==> src/rtl/alu_pkg.sv <==
// Shared ALU issue definitions: op codes, default widths and op classification.
package alu_pkg;

  localparam int DW_DEF = 32;
  localparam int RW_DEF = 5;

  localparam logic [2:0] ALU_ADD = 3'd1;
  localparam logic [2:0] ALU_SUB = 3'd2;
  localparam logic [2:0] ALU_AND = 3'd3;
  localparam logic [2:0] ALU_OR  = 3'd4;
  localparam logic [2:0] ALU_SHL = 3'd5;
  localparam logic [2:0] ALU_SHR = 3'd6;

  function automatic logic is_shift(input logic [2:0] con);
    return (con == ALU_SHL) || (con == ALU_SHR);
  endfunction

endpackage

==> src/rtl/alu_issue_stage_fwd_select.sv <==
// Per-source forwarding mux and hazard detect; combinational, no state.
// Priority: advancing held entry, then non-load MEM, then WB, then register file.
module fwd_select
  import alu_pkg::*;
#(
  parameter int DW = DW_DEF,
  parameter int RW = RW_DEF
) (
  input  logic [RW-1:0] src_idx_i,
  input  logic          src_used_i,
  input  logic [DW-1:0] rf_val_i,
  input  logic          ex_vld_i,
  input  logic          ex_wr_en_i,
  input  logic          ex_is_load_i,
  input  logic          ex_adv_i,
  input  logic [RW-1:0] ex_rd_idx_i,
  input  logic [DW-1:0] ex_data_i,
  input  logic          mem_wr_en_i,
  input  logic          mem_is_load_i,
  input  logic [RW-1:0] mem_rd_idx_i,
  input  logic [DW-1:0] mem_data_i,
  input  logic          wb_wr_en_i,
  input  logic [RW-1:0] wb_rd_idx_i,
  input  logic [DW-1:0] wb_data_i,
  output logic [DW-1:0] val_o,
  output logic          haz_o
);

  logic src_nz;
  logic ex_hit;
  logic mem_hit;
  logic wb_hit;

  // r0 is hard-wired zero, so it never matches any producer.
  assign src_nz  = (src_idx_i != '0);
  assign ex_hit  = src_nz & ex_vld_i & ex_wr_en_i & (ex_rd_idx_i == src_idx_i);
  assign mem_hit = src_nz & mem_wr_en_i & (mem_rd_idx_i == src_idx_i);
  assign wb_hit  = src_nz & wb_wr_en_i & (wb_rd_idx_i == src_idx_i);

  assign haz_o = src_used_i &
                 ((ex_hit & (ex_is_load_i | ~ex_adv_i)) | (mem_hit & mem_is_load_i));

  always_comb begin
    val_o = rf_val_i;
    if (ex_hit & ex_adv_i) begin
      val_o = ex_data_i;
    end else if (mem_hit & ~mem_is_load_i) begin
      val_o = mem_data_i;
    end else if (wb_hit) begin
      val_o = wb_data_i;
    end
  end

endmodule

==> src/rtl/alu_issue_stage.sv <==
// Decode-to-ALU pipeline register with operand forwarding; 1-cycle accept-to-ALU latency.
// Holds its entry while out_ready is low; stalls decode on load-use and blocked producers.
module alu_issue_stage
  import alu_pkg::*;
#(
  parameter int DW = DW_DEF,
  parameter int RW = RW_DEF,
  parameter int CW = 16
) (
  input  logic          clk,
  input  logic          rst,
  input  logic          flush,
  input  logic          in_valid,
  output logic          in_ready,
  input  logic [2:0]    in_con,
  input  logic [RW-1:0] in_rs_idx,
  input  logic [RW-1:0] in_rt_idx,
  input  logic [DW-1:0] in_rs_val,
  input  logic [DW-1:0] in_rt_val,
  input  logic [DW-1:0] in_imm,
  input  logic          in_use_imm,
  input  logic [4:0]    in_sft_amt,
  input  logic [RW-1:0] in_rd_idx,
  input  logic          in_wr_en,
  input  logic          in_is_load,
  input  logic [DW-1:0] alu_result,
  input  logic          mem_wr_en,
  input  logic [RW-1:0] mem_rd_idx,
  input  logic [DW-1:0] mem_data,
  input  logic          mem_is_load,
  input  logic          wb_wr_en,
  input  logic [RW-1:0] wb_rd_idx,
  input  logic [DW-1:0] wb_data,
  output logic          out_valid,
  input  logic          out_ready,
  output logic [2:0]    alu_con,
  output logic [DW-1:0] alu_op1,
  output logic [DW-1:0] alu_op2,
  output logic [4:0]    alu_sft_amt,
  output logic [RW-1:0] out_rd_idx,
  output logic          out_wr_en,
  output logic          out_is_load,
  output logic [CW-1:0] stall_cnt
);

  logic          valid_q, valid_d;
  logic [2:0]    con_q, con_d;
  logic [DW-1:0] op1_q, op1_d;
  logic [DW-1:0] op2_q, op2_d;
  logic [4:0]    sft_q, sft_d;
  logic [RW-1:0] rd_q, rd_d;
  logic          wr_q, wr_d;
  logic          ld_q, ld_d;
  logic [CW-1:0] cnt_q, cnt_d;

  logic          advance;
  logic          shift_op;
  logic          rs_used, rt_used;
  logic          rs_haz, rt_haz, hazard;
  logic [DW-1:0] rs_fwd, rt_fwd;
  logic          accept;

  assign advance  = valid_q & out_ready;
  assign shift_op = is_shift(in_con);
  assign rs_used  = ~shift_op;
  assign rt_used  = shift_op | ~in_use_imm;

  fwd_select #(.DW(DW), .RW(RW)) u_fwd_rs (
    .src_idx_i    (in_rs_idx),
    .src_used_i   (rs_used),
    .rf_val_i     (in_rs_val),
    .ex_vld_i     (valid_q),
    .ex_wr_en_i   (wr_q),
    .ex_is_load_i (ld_q),
    .ex_adv_i     (advance),
    .ex_rd_idx_i  (rd_q),
    .ex_data_i    (alu_result),
    .mem_wr_en_i  (mem_wr_en),
    .mem_is_load_i(mem_is_load),
    .mem_rd_idx_i (mem_rd_idx),
    .mem_data_i   (mem_data),
    .wb_wr_en_i   (wb_wr_en),
    .wb_rd_idx_i  (wb_rd_idx),
    .wb_data_i    (wb_data),
    .val_o        (rs_fwd),
    .haz_o        (rs_haz)
  );

  fwd_select #(.DW(DW), .RW(RW)) u_fwd_rt (
    .src_idx_i    (in_rt_idx),
    .src_used_i   (rt_used),
    .rf_val_i     (in_rt_val),
    .ex_vld_i     (valid_q),
    .ex_wr_en_i   (wr_q),
    .ex_is_load_i (ld_q),
    .ex_adv_i     (advance),
    .ex_rd_idx_i  (rd_q),
    .ex_data_i    (alu_result),
    .mem_wr_en_i  (mem_wr_en),
    .mem_is_load_i(mem_is_load),
    .mem_rd_idx_i (mem_rd_idx),
    .mem_data_i   (mem_data),
    .wb_wr_en_i   (wb_wr_en),
    .wb_rd_idx_i  (wb_rd_idx),
    .wb_data_i    (wb_data),
    .val_o        (rt_fwd),
    .haz_o        (rt_haz)
  );

  assign hazard   = rs_haz | rt_haz;
  assign in_ready = (~valid_q | out_ready) & ~hazard & ~rst;
  assign accept   = in_valid & in_ready;

  always_comb begin
    valid_d = valid_q;
    con_d   = con_q;
    op1_d   = op1_q;
    op2_d   = op2_q;
    sft_d   = sft_q;
    rd_d    = rd_q;
    wr_d    = wr_q;
    ld_d    = ld_q;
    cnt_d   = cnt_q;
    if (flush) begin
      valid_d = 1'b0;
    end else if (accept) begin
      valid_d = 1'b1;
      con_d   = in_con;
      rd_d    = in_rd_idx;
      wr_d    = in_wr_en;
      ld_d    = in_is_load;
      if (shift_op) begin
        op1_d = rt_fwd;
        op2_d = '0;
        sft_d = in_sft_amt;
      end else begin
        op1_d = rs_fwd;
        op2_d = in_use_imm ? in_imm : rt_fwd;
        sft_d = '0;
      end
    end else if (advance) begin
      valid_d = 1'b0;
    end
    // Saturating: stops at all-ones rather than wrapping.
    if (in_valid & hazard & ~flush & ~(&cnt_q)) begin
      cnt_d = cnt_q + 1'b1;
    end
  end

  always_ff @(posedge clk) begin
    if (rst) begin
      valid_q <= 1'b0;
      con_q   <= '0;
      op1_q   <= '0;
      op2_q   <= '0;
      sft_q   <= '0;
      rd_q    <= '0;
      wr_q    <= 1'b0;
      ld_q    <= 1'b0;
      cnt_q   <= '0;
    end else begin
      valid_q <= valid_d;
      con_q   <= con_d;
      op1_q   <= op1_d;
      op2_q   <= op2_d;
      sft_q   <= sft_d;
      rd_q    <= rd_d;
      wr_q    <= wr_d;
      ld_q    <= ld_d;
      cnt_q   <= cnt_d;
    end
  end

  assign out_valid   = valid_q;
  assign alu_con     = con_q;
  assign alu_op1     = op1_q;
  assign alu_op2     = op2_q;
  assign alu_sft_amt = sft_q;
  assign out_rd_idx  = rd_q;
  assign out_wr_en   = wr_q;
  assign out_is_load = ld_q;
  assign stall_cnt   = cnt_q;

endmodule

==> config.mk <==
export PLATFORM = sky130hd
export DESIGN_NAME = alu_issue_stage
export DESIGN_NICKNAME = d
export VERILOG_FILES = /design/src/rtl/alu_pkg.sv /design/src/rtl/alu_issue_stage_fwd_select.sv /design/src/rtl/alu_issue_stage.sv
export SDC_FILE = /design/constraint.sdc
export NUM_CORES = 1
export LEC_CHECK = 0
export CAP_MARGIN = 20
export CORE_AREA = 5 5 93 182
export DETAILED_ROUTE_END_ITERATION = 10
export DIE_AREA = 0 0 98 187
export PLACE_DENSITY_LB_ADDON = 0.25
export RECOVER_POWER = 25
export SLEW_MARGIN = 25
export SYNTH_ARGS = -nofsm -noshare
export SYNTH_HDL_FRONTEND = slang
export SYNTH_SLANG_ARGS = --single-unit
==> constraint.sdc <==
create_clock -name clk -period 6.18 [get_ports clk]
set_clock_uncertainty 0.1 [all_clocks]
set_input_delay 0.927 -clock clk [delete_from_list [all_inputs] [get_ports clk]]
set_output_delay 0.927 -clock clk [all_outputs]
set_load 0.05 [all_outputs]
==> impl_metrics.csv, run 1 <==
group,metric,value,unit
logic_synthesis,synth_top_family_by_area,"compound AO/OA/AOI/OAI gates",
placed_design,place.gp.congestion,0.9096,
sta,rsz0062_at_grt,"no",
flow_run,cap_violations,0,
critical_path,start_kind,"input pin",
floorplanning,die_h,187,um
logic_synthesis,synth_seq_cells,96,
sta,post-route-min-period,4832,ps
logic_synthesis,yosysWarnings,0,
sta,finalHoldViolCount,0,
power_and_ir_drop,p_per_area,175.4,mW/mm^2
logic_synthesis,synth.distinct_cells,58,
drt,drtIter0Drc,347,
drt,vias,7729,
logic_synthesis,synth.avg_cell_area,8.205,sq um
clocking,clk_pin_slew_worst_paths,80,ps
logic_synthesis,synthAdderAreaFrac,0.1837,%
clocking,cts_htree_levels,3,
sta,tns,0,ps
sta,final_max_slew_viol_count,0,
finish,final_cell_mix,"283 x clkdlybuf4s50_1, 101 x nand2_1, 96 x dfxtp_1",
finish,final_core_util,68.14,%
drt,via_per_inst,5.918,
finish,areaGrowthSynthToFinish,53.04,%
drt,antenna_left,0,
global_routing,track_usage,30.52,%
logic_synthesis,yosys_most_used_dff,"dfxtp_1",
placed_design,portBuffers,332,
floorplanning,die_w,98,um
global_routing,grt_pass1_vias,7991,
clocking,cts_hold_buf,0,
power_and_ir_drop,total_leakage_power,4.030,nW
logic_synthesis,synth_edf_count,0,
sta,period_share,78.19,%
critical_path,cp.required,5150,ps
sta,max-slew-margin-rel,32.18,%
floorplanning,row_count,64,
logic_synthesis,ys_seq_area_share,28.22,%
clocking,cts_tree,"built",
global_routing,grt_pass1_wl,44790,um
logic_synthesis,synth-compound-area-share,40.20,%
global_routing,antenna_found_initial,1,
clocking,root_buffer,"clkbuf_16",
worst_hold_path,min_path_type,"flip-flop to flip-flop",
critical_path,worstPathMaxFanout,4,
global_routing,overflow,0,
clocking,cts_buffers,9,
clocking,clk_path_buf_depth,2,
sta,setup_viol,0,
logic_synthesis,synthMuxAreaShare,5.163,%
clocking,cts_sinks,96,
critical_path,critical_path_class,"input pin to output port",
finish,final_common_cell,"clkdlybuf4s50_1",
critical_path,worstPathArrival,3810,ps
logic_synthesis,yosys.area_share.simple,15.63,%
global_routing,grt_max_degree,71,
floorplanning,die_area,0.01833,sq mm
floorplanning,ios,333,
logic_synthesis,netlist_instances,830,
clocking,clock_latency,340,ps
drt,wirelength,28950,um
sta,max_slew.worst_pin.slew,1017,ps
logic_synthesis,ys_async_sr_fraction,0,%
status,status,"finished, final reports clean",
placed_design,hpwlAfterDp,21430,um
floorplanning,start_util,44.53,%
floorplanning,core_region_area,0.01529,sq mm
logic_synthesis,syn_nets,1067,
drt,drc,0,
sta,clock.fmax,206.9,MHz
finish,num-nets-final,1339,
critical_path,crit_path_end_kind,"output port",
logic_synthesis,netlist_area,0.006810,sq mm
drt,drt_pass1_iterations,5,
logic_synthesis,synth_xor_xnor_area_share,4.115,%
clocking,postCtsSetupBuffers,0,
clocking,ctsResizeCount,0,
finish,drive_gt1_share,7.227,%
power_and_ir_drop,ir_drop,153.9,uV
drt,wl_per_cell,22.17,um
## routing by layer
layer  up-vias  share of wire [%]  track usage (%)
met5         -                  0                0
met4         0                3.8            12.21
met3        52                7.1            7.615
met2       313                 53            56.36
met1      3676                 36            32.46
li1       3688                  -                -
## final timing paths
path	depth (start not counted)	startpoint	slack, ps	endpoint
min reg2reg	2	alu_sft_amt[2]	350	alu_sft_amt[2]
min	2	alu_sft_amt[2]	350	alu_sft_amt[2]
max	7	in_rt_idx[0]	1350	in_ready
max reg2reg	7	out_valid	2820	alu_op2[20]
## cells by family after synthesis
group,after synthesis
AO/OA/AOI/OAI,340
flip-flops,96
buffers and inverters,89
multiplexers,35
AND/OR/NAND/NOR,237
adder cells (fa/ha/maj),1
XOR/XNOR,32
## critical path: stages
cell and delay, ps:
clkdlybuf4s50_1 500, or4_4 620, nor2_1 240, nor3_1 120
a32o_1 240, nor4_1 290, clkdlybuf4s50_1 870
## Yosys cell counts (7+ instances only)
cell      count  area (sq um)
clkbuf_1     45         168.9
buf_2        23         115.1
mux2i_1      34         340.3
nor2_1       76         285.3
a21oi_1      59         295.3
o21ai_1      36         180.2
xnor2_1      26         227.7
o31a_1       33         289.0
a211o_1      32         280.3
a31o_1       31         271.5
o21a_1       35         262.8
nand3_1       9         45.04
dfxtp_1      96          1922
a211oi_1     32         240.2
a221oi_2     30         450.4
nand2_1     101         379.1
inv_1         7         26.28
nand4_1      10         62.56
a22o_1       32         280.3
## power by group
part           switching [W]  total, W  internal [W]
sequential         0.0000164  0.000663      0.000647
combinational       0.000298  0.000567      0.000269
clock               0.000275  0.000599      0.000323
## metrics by stage
| stage | hold WS [ps] | total power, W | cell area (sq um) | worst slack (ps) | std cells |
|---|---|---|---|---|---|
| floorplan | 567.5 | 0.0009744 | 6810 | 1668 | 830 |
| global placement | 337.1 | 0.001244 | 10110 | 1293 | 1289 |
| detailed placement | 346.6 | 0.001249 | 10110 | 1378 | 1289 |
| CTS | 359.7 | 0.001845 | 10420 | 1351 | 1305 |
| global route | 375.2 | 0.001898 | 10420 | 1255 | 1306 |
| finish | 352.5 | 0.001828 | 10420 | 1348 | 1306 |
## registers in the layout, summed over array words and instances (netlist names)
name / flops
alu_con: 3
alu_op1: 32
alu_op2: 32
alu_sft_amt: 5
out_is_load: 1
out_rd_idx: 5
out_valid: 1
out_wr_en: 1
stall_cnt: 16
## area by class of cell
cell class              instances  area, sq um
diodes                          1        2.502
clock buffers                   9        225.2
clock inverters                 7        86.33
fillers                      1322         4872
inverters                       7        26.28
multi-input cells             645         4512
flip-flops and latches         96         1922
well taps                     198        247.7
repair buffers                343         3401
Note: power is estimated with default switching activity, not from simulation.
==> run 2, diff against run 1 <==
CORE_AREA = 5 5 101 198   (was 5 5 93 182)
DIE_AREA = 0 0 106 203   (was 0 0 98 187)
clock period = 4 ns   (was 6.18 ns; I/O delays follow)
==> run 2 against run 1 <==
Global-route usage decreased by 3.7 points. Combinational power up 56%. Die area up 17%. Sequential power grew 55%. First-iteration DRC count down 10%. Via count grew 0.63%. Routed wire length up 3.0%.
==> impl_metrics.csv, run 2 (same netlist as run 1, synthesis figures left out) <==
group,metric,value,unit
status,status,"finished, final reports clean",
floorplanning,die_h,203,um
drt,antenna_left,0,
clocking,cts_htree_levels,3,
sta,tns,0,ps
sta,final_max_slew_viol_count,0,
floorplanning,ios,333,
power_and_ir_drop,total_leakage_power,4.095,nW
floorplanning,core_region_area,0.01822,sq mm
clocking,clk_pin_slew_worst_paths,60,ps
critical_path,worstPathArrival,2950,ps
global_routing,grt_pass1_wl,45230,um
drt,drt_pass1_iterations,5,
floorplanning,die_area,0.02152,sq mm
clocking,clk_path_buf_depth,2,
clocking,postCtsSetupBuffers,0,
clocking,ctsResizeCount,0,
critical_path,worstPathMaxFanout,4,
power_and_ir_drop,p_per_area,261.9,mW/mm^2
finish,final_common_cell,"clkdlybuf4s50_1",
drt,drtIter0Drc,312,
flow_run,cap_violations,0,
floorplanning,die_w,106,um
clocking,clock_latency,350,ps
sta,worst_hold_slack,351.3,ps
sta,setup_viol,0,
drt,wirelength,29810,um
drt,via_per_inst,5.822,
sta,rsz0062_at_grt,"no",
critical_path,critical_path_class,"input pin to output port",
sta,max_slew.worst_pin.slew,1021,ps
sta,max-slew-margin-rel,31.95,%
floorplanning,start_util,37.38,%
clocking,cts_buffers,9,
power_and_ir_drop,ir_drop,182.2,uV
floorplanning,row_count,70,
placed_design,place.gp.congestion,0.9115,
finish,num-nets-final,1348,
finish,final_cell_mix,"282 x clkdlybuf4s50_1, 101 x nand2_1, 96 x dfxtp_1",
global_routing,grt_max_degree,71,
critical_path,start_kind,"input pin",
sta,period_share,91.31,%
clocking,cts_hold_buf,0,
drt,wl_per_cell,22.31,um
clocking,cts_sinks,96,
drt,drc,0,
drt,vias,7778,
placed_design,portBuffers,332,
global_routing,track_usage,26.84,%
critical_path,crit_path_end_kind,"output port",
global_routing,antenna_found_initial,6,
placed_design,hpwlAfterDp,21900,um
sta,clock.fmax,273.8,MHz
sta,finalHoldViolCount,0,
finish,drive_gt1_share,7.796,%
worst_hold_path,min_path_type,"flip-flop to flip-flop",
clocking,root_buffer,"clkbuf_16",
finish,areaGrowthSynthToFinish,55.13,%
global_routing,overflow,0,
clocking,cts_tree,"built",
sta,post-route-min-period,3652,ps
global_routing,grt_pass1_vias,7939,
critical_path,cp.required,3300,ps
run 2: final timing paths:
check,depth (start not counted),start,slack [ps],to
setup / recovery,8,in_rt_idx[0],350,in_ready
hold / removal,2,alu_sft_amt[0],350,alu_sft_amt[0]
setup reg to reg,7,out_rd_idx[4],1290,alu_op2[14]
hold reg to reg,2,alu_sft_amt[0],350,alu_sft_amt[0]
run 2: area by class of cell:
type / count / area, sq um
antenna: 4 / 10.01
clock buffer: 14 / 274.0
clock inverter: 2 / 12.51
fill: 1658 / 7652
inverter: 7 / 26.28
multi-input combinational: 645 / 4509
sequential: 96 / 1922
tap: 216 / 270.3
timing repair buffer: 352 / 3541
run 2: stage by stage:
stage / power, W / area (sq um) / utilization (%) / std cells / setup WS (ps)
floorplan: 0.001505 / 6810 / - / 830 / 142.4
global placement: 0.001937 / 10270 / 56.37 / 1316 / 319.7
detailed placement: 0.001942 / 10270 / 56.37 / 1316 / 369.5
CTS: 0.002801 / 10560 / 57.94 / 1332 / 358.7
global route: 0.002884 / 10570 / 57.99 / 1336 / 251.3
finish: 0.002767 / 10570 / 57.99 / 1336 / 347.6
run 2: metal layers:
layer / vias up / track usage, % / share of wire (%)
met5: - / 0 / 0.044
met4: 2 / 12.23 / 3.7
met3: 65 / 6.650 / 7.1
met2: 329 / 49.20 / 53
met1: 3674 / 28.49 / 36
li1: 3708 / - / -
run 2: report_power, final:
group | switching, W | leakage (nW) | internal, W
Combinational | 0.000462 | 3.17 | 0.000422
Clock | 0.000383 | 0.139 | 0.000473
Sequential | 0.0000264 | 0.782 | 0.00100
Total | 0.000872 | 4.09 | 0.00190
run 2: worst max-delay path, stage by stage:
cell and delay (ps):
clkdlybuf4s50_1 510, or4_4 620, nor2_1 230, nor3_1 120, a32o_1 240, nor4_1 320
buf_4 180, buf_12 130
